## src/rtl/seg7_scan_driver_if.sv

```systemverilog
// Host write port of the seven-segment scan driver.
// The wr_dp lane is present only when SEG7_DP_EN is defined.
interface seg7_scan_driver_if #(
  parameter int NUM_DIGITS = 8
);
  localparam int IDX_W = $clog2(NUM_DIGITS);

  logic             wr_en;
  logic [IDX_W-1:0] wr_addr;
  logic [3:0]       wr_data;
`ifdef SEG7_DP_EN
  logic             wr_dp;
`endif
  logic             wr_ack;

  modport master (
    output wr_en, wr_addr, wr_data,
`ifdef SEG7_DP_EN
    output wr_dp,
`endif
    input  wr_ack
  );

  modport slave (
    input  wr_en, wr_addr, wr_data,
`ifdef SEG7_DP_EN
    input  wr_dp,
`endif
    output wr_ack
  );
endinterface

```

## src/rtl/seg7_scan_driver.sv

```systemverilog
// Time-multiplexed N-digit hex seven-segment driver.
// One 4-bit value per digit is written through the host port. Digits are scanned
// one at a time, each held for REFRESH_DIV clocks. Segments and anodes are active-low.
// Optional decimal point storage/output: define SEG7_DP_EN.
module seg7_scan_driver #(
  parameter  int NUM_DIGITS  = 8,
  parameter  int REFRESH_DIV = 100000,
  localparam int IDX_W       = $clog2(NUM_DIGITS),
  localparam int CNT_W       = $clog2(REFRESH_DIV)
) (
  input  logic                  clk,
  input  logic                  rst_n,
  seg7_scan_driver_if.slave     wr_bus,
  input  logic [NUM_DIGITS-1:0] digit_en,
  output logic                  seg_a,
  output logic                  seg_b,
  output logic                  seg_c,
  output logic                  seg_d,
  output logic                  seg_e,
  output logic                  seg_f,
  output logic                  seg_g,
`ifdef SEG7_DP_EN
  output logic                  seg_dp,
`endif
  output logic [NUM_DIGITS-1:0] an,
  output logic                  frame_tick
);

  localparam logic [CNT_W-1:0] CNT_TC   = CNT_W'(REFRESH_DIV - 1);
  localparam logic [IDX_W-1:0] IDX_LAST = IDX_W'(NUM_DIGITS - 1);
  localparam logic [IDX_W:0]   IDX_LIM  = (IDX_W+1)'(NUM_DIGITS);

  logic [CNT_W-1:0]           cnt;
  logic [IDX_W-1:0]           idx;
  logic [NUM_DIGITS-1:0][3:0] dig_q;
  logic                       cnt_tc;
  logic                       wr_ok;
  logic [NUM_DIGITS-1:0]      sel_oh;
  logic [6:0]                 seg_dec;
  logic                       blank;
  logic [6:0]                 seg_q;    // {g,f,e,d,c,b,a}, active-low
`ifdef SEG7_DP_EN
  logic [NUM_DIGITS-1:0]      dp_q;
`endif

  // Active-high gfedcba pattern for a hex nibble.
  function automatic logic [6:0] hex7(input logic [3:0] v);
    case (v)
      4'h0: hex7 = 7'h3F;  4'h1: hex7 = 7'h06;  4'h2: hex7 = 7'h5B;  4'h3: hex7 = 7'h4F;
      4'h4: hex7 = 7'h66;  4'h5: hex7 = 7'h6D;  4'h6: hex7 = 7'h7D;  4'h7: hex7 = 7'h07;
      4'h8: hex7 = 7'h7F;  4'h9: hex7 = 7'h6F;  4'hA: hex7 = 7'h77;  4'hB: hex7 = 7'h7C;
      4'hC: hex7 = 7'h39;  4'hD: hex7 = 7'h5E;  4'hE: hex7 = 7'h79;  default: hex7 = 7'h71;
    endcase
  endfunction

  assign cnt_tc = (cnt == CNT_TC);
  // Out-of-range addresses are dropped silently (no store, no ack).
  assign wr_ok  = wr_bus.wr_en && ({1'b0, wr_bus.wr_addr} < IDX_LIM);

  // Scan timebase: hold each digit REFRESH_DIV clocks, then step to the next.
  always_ff @(posedge clk) begin
    if (!rst_n) begin
      cnt <= '0;
      idx <= '0;
    end else if (cnt_tc) begin
      cnt <= '0;
      idx <= (idx == IDX_LAST) ? '0 : idx + 1'b1;
    end else begin
      cnt <= cnt + 1'b1;
    end
  end

  // Digit register file; writes are independent of the scan position.
  always_ff @(posedge clk) begin
    if (!rst_n) begin
      dig_q <= '0;
`ifdef SEG7_DP_EN
      dp_q  <= '0;
`endif
    end else if (wr_ok) begin
      dig_q[wr_bus.wr_addr] <= wr_bus.wr_data;
`ifdef SEG7_DP_EN
      dp_q[wr_bus.wr_addr]  <= wr_bus.wr_dp;
`endif
    end
  end

  // Select and decode the digit under the scan pointer.
  always_comb begin
    sel_oh      = '0;
    sel_oh[idx] = 1'b1;
    seg_dec     = hex7(dig_q[idx]);
    blank       = !digit_en[idx];
  end

  // Registered pin drivers; a blanked slot keeps its time but lights nothing.
  always_ff @(posedge clk) begin
    if (!rst_n) begin
      an            <= '1;
      seg_q         <= '1;
      frame_tick    <= 1'b0;
      wr_bus.wr_ack <= 1'b0;
`ifdef SEG7_DP_EN
      seg_dp        <= 1'b1;
`endif
    end else begin
      an            <= blank ? '1 : ~sel_oh;
      seg_q         <= blank ? '1 : ~seg_dec;
      frame_tick    <= cnt_tc && (idx == IDX_LAST);
      wr_bus.wr_ack <= wr_ok;
`ifdef SEG7_DP_EN
      seg_dp        <= blank ? 1'b1 : ~dp_q[idx];
`endif
    end
  end

  assign {seg_g, seg_f, seg_e, seg_d, seg_c, seg_b, seg_a} = seg_q;

endmodule
```

## src/flat_wrapper.sv

```systemverilog
// flat-port wrapper written by rule: the top's interface ports become plain ports
module seg7_scan_driver_flat 
#(
  parameter  int NUM_DIGITS  = 8,
  parameter  int REFRESH_DIV = 100000,
  localparam int IDX_W       = $clog2(NUM_DIGITS),
  localparam int CNT_W       = $clog2(REFRESH_DIV)
)
  (clk, rst_n, digit_en, seg_a, seg_b, seg_c, seg_d, seg_e, seg_f, seg_g, an, frame_tick, wr_bus_wr_en, wr_bus_wr_addr, wr_bus_wr_data, wr_bus_wr_ack);
  seg7_scan_driver_if #(.NUM_DIGITS(NUM_DIGITS)) wr_bus_i ();
  input  logic clk;
  input  logic rst_n;
  input  logic [NUM_DIGITS-1:0] digit_en;
  output logic seg_a;
  output logic seg_b;
  output logic seg_c;
  output logic seg_d;
  output logic seg_e;
  output logic seg_f;
  output logic seg_g;
  output logic [NUM_DIGITS-1:0] an;
  output logic frame_tick;
  input wire logic [$bits(wr_bus_i.wr_en)-1:0] wr_bus_wr_en;
  input wire logic [$bits(wr_bus_i.wr_addr)-1:0] wr_bus_wr_addr;
  input wire logic [$bits(wr_bus_i.wr_data)-1:0] wr_bus_wr_data;
  output wire logic [$bits(wr_bus_i.wr_ack)-1:0] wr_bus_wr_ack;
  assign wr_bus_i.wr_en = wr_bus_wr_en;
  assign wr_bus_i.wr_addr = wr_bus_wr_addr;
  assign wr_bus_i.wr_data = wr_bus_wr_data;
  assign wr_bus_wr_ack = wr_bus_i.wr_ack;
  seg7_scan_driver #(.NUM_DIGITS(NUM_DIGITS), .REFRESH_DIV(REFRESH_DIV)) u_core (.clk(clk), .rst_n(rst_n), .wr_bus(wr_bus_i), .digit_en(digit_en), .seg_a(seg_a), .seg_b(seg_b), .seg_c(seg_c), .seg_d(seg_d), .seg_e(seg_e), .seg_f(seg_f), .seg_g(seg_g), .an(an), .frame_tick(frame_tick));
endmodule
```

## config.mk

```make
export PLATFORM = sky130hd
export DESIGN_NAME = seg7_scan_driver_flat
export DESIGN_NICKNAME = d
export VERILOG_FILES = /design/src/rtl/seg7_scan_driver_if.sv /design/src/rtl/seg7_scan_driver.sv /design/src/flat_wrapper.sv
export SDC_FILE = /design/constraint.sdc
export NUM_CORES = 1
export LEC_CHECK = 0
export BUFFER_PORTS_ARGS = -buffer_cell sky130_fd_sc_hd__buf_2
export CELL_PAD_IN_SITES_DETAIL_PLACEMENT = 1
export CELL_PAD_IN_SITES_GLOBAL_PLACEMENT = 1
export CORE_MARGIN = 2
export CORE_UTILIZATION = 43
export CTS_BUF_LIST = sky130_fd_sc_hd__clkbuf_2
export DETAILED_ROUTE_END_ITERATION = 8
export PLACE_DENSITY = 0.83
export SYNTH_ARGS = -nofsm -noshare
export SYNTH_HDL_FRONTEND = slang
export SYNTH_SLANG_ARGS = --single-unit
```

## constraint.sdc

```tcl
create_clock -name clk -period 2.75 [get_ports clk]
set_clock_uncertainty 0.2 [all_clocks]
set_input_delay 0.275 -clock clk [delete_from_list [all_inputs] [get_ports clk]]
set_output_delay 0.275 -clock clk [all_outputs]
set_load 0.05 [all_outputs]
```

==> impl_metrics.prom <==
# TYPE chip_impl_metric gauge
chip_impl_info{name="outcome",value="finished, final reports clean"} 1
chip_impl_metric{name="synth_compound_area_frac",unit=""} 0.0328
chip_impl_info{name="largest_family_of_logic_cells_by_synthesized_area",value="simple AND/OR/NAND/NOR gates"} 1
chip_impl_metric{name="postSynth.asyncResetShare",unit=""} 0
chip_impl_metric{name="cp_slowest_stage_delay",unit="ns"} 0.51
chip_impl_metric{name="synth_xor_xnor_area_share",unit=""} 0.0410
chip_impl_metric{name="floorplan.die_area",unit="um2"} 8170
chip_impl_metric{name="grt.met3_usage",unit=""} 0.0359
chip_impl_metric{name="final_min_period_over_clock_period",unit=""} 0.936
chip_impl_metric{name="place_ws",unit="ns"} 0.145
chip_impl_metric{name="mux_share_of_post_synthesis_cell_area",unit=""} 0.207
chip_impl_metric{name="die_w",unit="um"} 90.4
chip_impl_metric{name="leakage",unit="nW"} 1.44
chip_impl_metric{name="drive_above_1_share",unit=""} 0.214
chip_impl_metric{name="irDropWorstVdd",unit="mV"} 0.175
chip_impl_info{name="global_route.peak_usage_layer",value="met2"} 1
chip_impl_metric{name="worst-slew-pin-transition",unit="ns"} 0.660
chip_impl_metric{name="grt_pass1_wl",unit="mm"} 11.9
chip_impl_metric{name="cts-root-to-sink-buffers",unit=""} 2
chip_impl_metric{name="clock.fmax",unit="MHz"} 388
chip_impl_metric{name="finalCriticalPeriod",unit="ns"} 2.57
chip_impl_metric{name="floorplan.core_area",unit="um2"} 7250
chip_impl_info{name="min-delay-path-class",value="in2reg"} 1
chip_impl_metric{name="grt_usage",unit=""} 0.185
chip_impl_metric{name="finalSetupTns",unit="ns"} 0
chip_impl_metric{name="max_slew_margin",unit=""} 0.559
chip_impl_metric{name="syn-instance-count",unit=""} 314
chip_impl_metric{name="via_count",unit=""} 2368
chip_impl_metric{name="synth.yosys.seq_area_share",unit=""} 0.431
chip_impl_metric{name="critical_path_arrival",unit="ns"} 2.78
chip_impl_metric{name="synth-edff-count",unit=""} 0
chip_impl_metric{name="hold-path-cell-count",unit=""} 5
chip_impl_metric{name="clkTransAtPathRegs",unit="ns"} 0.20
chip_impl_metric{name="synth_simple_gate_area_share",unit=""} 0.215
chip_impl_metric{name="reg2reg_setup_slack",unit="ns"} 0.18
chip_impl_metric{name="crit_buf_inv",unit=""} 2
chip_impl_metric{name="portBuffers",unit=""} 34
chip_impl_metric{name="num-nets-final",unit=""} 386
chip_impl_metric{name="top_level_ports",unit=""} 35
chip_impl_metric{name="filler_cells_inserted",unit=""} 853
chip_impl_metric{name="synth.ff_latch_count",unit=""} 69
chip_impl_metric{name="drc",unit=""} 0
chip_impl_metric{name="h_tree_level_count",unit=""} 3
chip_impl_metric{name="grt_util_met2",unit=""} 0.300
chip_impl_metric{name="die_h",unit="um"} 90.4
chip_impl_metric{name="synth.cell_area",unit="um2"} 3210
chip_impl_metric{name="worst_skew_pair.late_latency",unit="ns"} 0.50
chip_impl_metric{name="synth_fp_nets",unit=""} 341
chip_impl_metric{name="place_congestion",unit=""} 0.845
chip_impl_info{name="cpMaxStageDelayCell",value="sky130_fd_sc_hd__mux4_2"} 1
chip_impl_metric{name="postRouteWirelength",unit="mm"} 7.15
chip_impl_metric{name="cts_buffers",unit=""} 9
chip_impl_metric{name="cp_max_fo",unit=""} 6
chip_impl_metric{name="cell_variety_after_synth",unit=""} 35
chip_impl_metric{name="maxCapViolations",unit=""} 0
chip_impl_metric{name="start_util",unit=""} 0.442
chip_impl_info{name="regToRegEndpoint",value="u_core.seg_q[3]"} 1
chip_impl_metric{name="power-per-cell-area",unit="nW/um2"} 452
chip_impl_metric{name="worst-r2r-cell-count",unit=""} 7
chip_impl_metric{name="ant_nets",unit=""} 0
chip_impl_metric{name="gr-total-overflow",unit=""} 0
chip_impl_info{name="hp-start",value="wr_bus_wr_addr[1]"} 1
chip_impl_metric{name="first_iter_violations",unit=""} 81
chip_impl_metric{name="via_count_of_the_first_global_routing_pass",unit=""} 2406
chip_impl_info{name="rsz0062_at_grt",value="false"} 1
chip_impl_metric{name="post_synth.cell_area_avg",unit="um2"} 10.2
chip_impl_info{name="timing.critical_path.from_type",value="flop"} 1
chip_impl_info{name="timing.critical_path.cells",value="mux4_2 -> mux2_2 -> inv_1 -> ha_1 -> inv_1 -> mux4_1 -> nand2b_1"} 1
chip_impl_info{name="critical-path-top-cell-by-count",value="sky130_fd_sc_hd__inv_1"} 1
chip_impl_metric{name="drtPass1Iterations",unit=""} 4
chip_impl_metric{name="global_route.usage.met1",unit=""} 0.240
chip_impl_info{name="final_cell_mix",value="sky130_fd_sc_hd__dfxtp_1 (68), sky130_fd_sc_hd__mux2i_1 (43), sky130_fd_sc_hd__nor2b_1 (41)"} 1
chip_impl_info{name="synth_top_flop_cell",value="sky130_fd_sc_hd__dfxtp_1"} 1
chip_impl_info{name="cts_tree",value="done"} 1
chip_impl_info{name="critical_r2r_launch",value="u_core.idx[0]"} 1
chip_impl_info{name="crit_type",value="reg2reg"} 1
chip_impl_info{name="end_kind",value="flop"} 1
chip_impl_info{name="most_frequent_standard_cell_in_the_layout_excluding_fill_and_tap_cells",value="sky130_fd_sc_hd__dfxtp_1"} 1
chip_impl_metric{name="endpoints_failing_setup",unit=""} 0
chip_impl_metric{name="critical_path_required",unit="ns"} 2.96
chip_impl_metric{name="number_of_sinks_on_the_clock_net",unit=""} 69
chip_impl_metric{name="routed_via_density",unit=""} 5.11
chip_impl_metric{name="num_rows",unit=""} 31
chip_impl_metric{name="finalWorstSetupSlack",unit="ns"} 0.176
chip_impl_metric{name="antenna-diode-count",unit=""} 0
chip_impl_metric{name="synth_adder_area_share",unit=""} 0.0351
chip_impl_metric{name="detailedPlacementHpwl",unit="mm"} 5.06
chip_impl_metric{name="pin_count_of_the_biggest_net_entering_global_routing",unit=""} 39
chip_impl_metric{name="syn_to_final_growth",unit="%"} 14.4
chip_impl_metric{name="number_of_synthesis_warnings",unit=""} 0
chip_impl_metric{name="report.final.slew_viol_count",unit=""} 0
chip_impl_metric{name="area_of_the_multi_input_gates",unit="um2"} 1720
chip_impl_metric{name="regArea",unit="um2"} 1380
chip_impl_info{name="min_to",value="u_core.dig_q[6]"} 1
chip_impl_info{name="path_delay_family",value="multiplexers"} 1
chip_impl_info{name="cts-root-buf",value="sky130_fd_sc_hd__clkbuf_2"} 1
chip_impl_metric{name="routed_length_per_placed_instance",unit="um"} 15.4
chip_impl_metric{name="finalHoldViolCount",unit=""} 0
chip_impl_metric{name="grt_antenna_before_repair",unit=""} 0
[power breakdown]
| group | switching, W | total, W | leakage [nW] | internal [W] |
|---|---|---|---|---|
| Sequential | 0.0000101 | 0.00103 | 0.561 | 0.00102 |
| Clock | 0.000353 | 0.000474 | 0.0615 | 0.000120 |
| Combinational | 0.0000880 | 0.000153 | 0.818 | 0.0000647 |
[final cells by class]
type / count / area share
sequential: 69 / 0.377
multi-input combinational: 219 / 0.468
clock inverter: 5 / 0.00750
clock buffer: 11 / 0.0150
tap: 99 / 0.0338
timing repair buffer: 55 / 0.0935
inverter: 5 / 0.00512
[logic make-up after synthesis]
kind of cell | Yosys count
buf+inv | 26
xor+xnor | 15
mux | 55
simple gates | 128
compound gates | 12
flops | 69
fa+ha+maj | 9
[Yosys cell counts, types with 6 or more instances]
library cell | count | area share
sky130_fd_sc_hd__nor2_1 | 28 | 0.033
sky130_fd_sc_hd__nand3_1 | 11 | 0.017
sky130_fd_sc_hd__dfxtp_1 | 69 | 0.43
sky130_fd_sc_hd__nand2_1 | 14 | 0.016
sky130_fd_sc_hd__nand4_1 | 7 | 0.014
sky130_fd_sc_hd__clkbuf_1 | 12 | 0.014
sky130_fd_sc_hd__xor2_1 | 8 | 0.022
sky130_fd_sc_hd__nor2b_1 | 41 | 0.080
sky130_fd_sc_hd__and3_1 | 6 | 0.012
sky130_fd_sc_hd__xnor2_1 | 7 | 0.019
sky130_fd_sc_hd__ha_1 | 9 | 0.035
sky130_fd_sc_hd__mux2i_1 | 44 | 0.14
sky130_fd_sc_hd__buf_2 | 7 | 0.011
[how the worst max path moves through the flow]
stage	start	endpoint	slack, ns	cells past startpoint
3_3_place_gp	u_core.idx[1]	u_core.seg_q[3]	0.28	6
4_1_cts	u_core.idx[0]	u_core.seg_q[3]	0.15	7
2_1_floorplan	u_core.idx[0]	u_core.seg_q[3]	0.009	9
6_report	u_core.idx[0]	u_core.seg_q[3]	0.18	7
5_1_grt	u_core.idx[0]	u_core.seg_q[3]	0.04	7
3_5_place_dp	u_core.idx[0]	u_core.seg_q[3]	0.15	7
[per-layer routing]
metal  up-vias  share of wire  wire length (um)
met5         -              0                 0
met4         0          0.020               141
met3        12          0.026               183
met2        39           0.47              3390
met1      1150           0.48              3440
li1       1167              -                 -
[flip-flops by register name (all words and copies together), names as in the netlist]
name and count:
u_core.seg_q 7, u_core.dig_q 32, u_core.an 8, u_core.cnt 17, u_core.frame_tick 1, u_core.wr_bus.wr_ack 1
u_core.idx 3
[what timing repair did]
item / in CTS / in global routing
setup buffers: 0 / 0
gates resized for setup: 0 / 1
endpoints found under the hold margin: 34 / 0
setup endpoints to repair: 0 / 1
hold buffers: 6 / 0
[tightest hold or removal path, delay by kind of cell]
family | cells | cell delay [ns]
AND/OR/NAND/NOR | 2 | 0.12
buffers and inverters | 2 | 0.31
multiplexers | 1 | 0.14
[stage by stage]
step                std cells  utilization  total power (W)  hold slack, ns  area, um2
detailed placement        441        0.486          0.00120           0.238       3520
global route              463        0.506          0.00174           0.185       3670
floorplan                 314            -          0.00116           0.218       3220
CTS                       463        0.506          0.00168           0.143       3670
finish                    463        0.506          0.00166           0.188       3670
global placement          441        0.486          0.00119           0.229       3520
(Power assumes the default switching activity.)
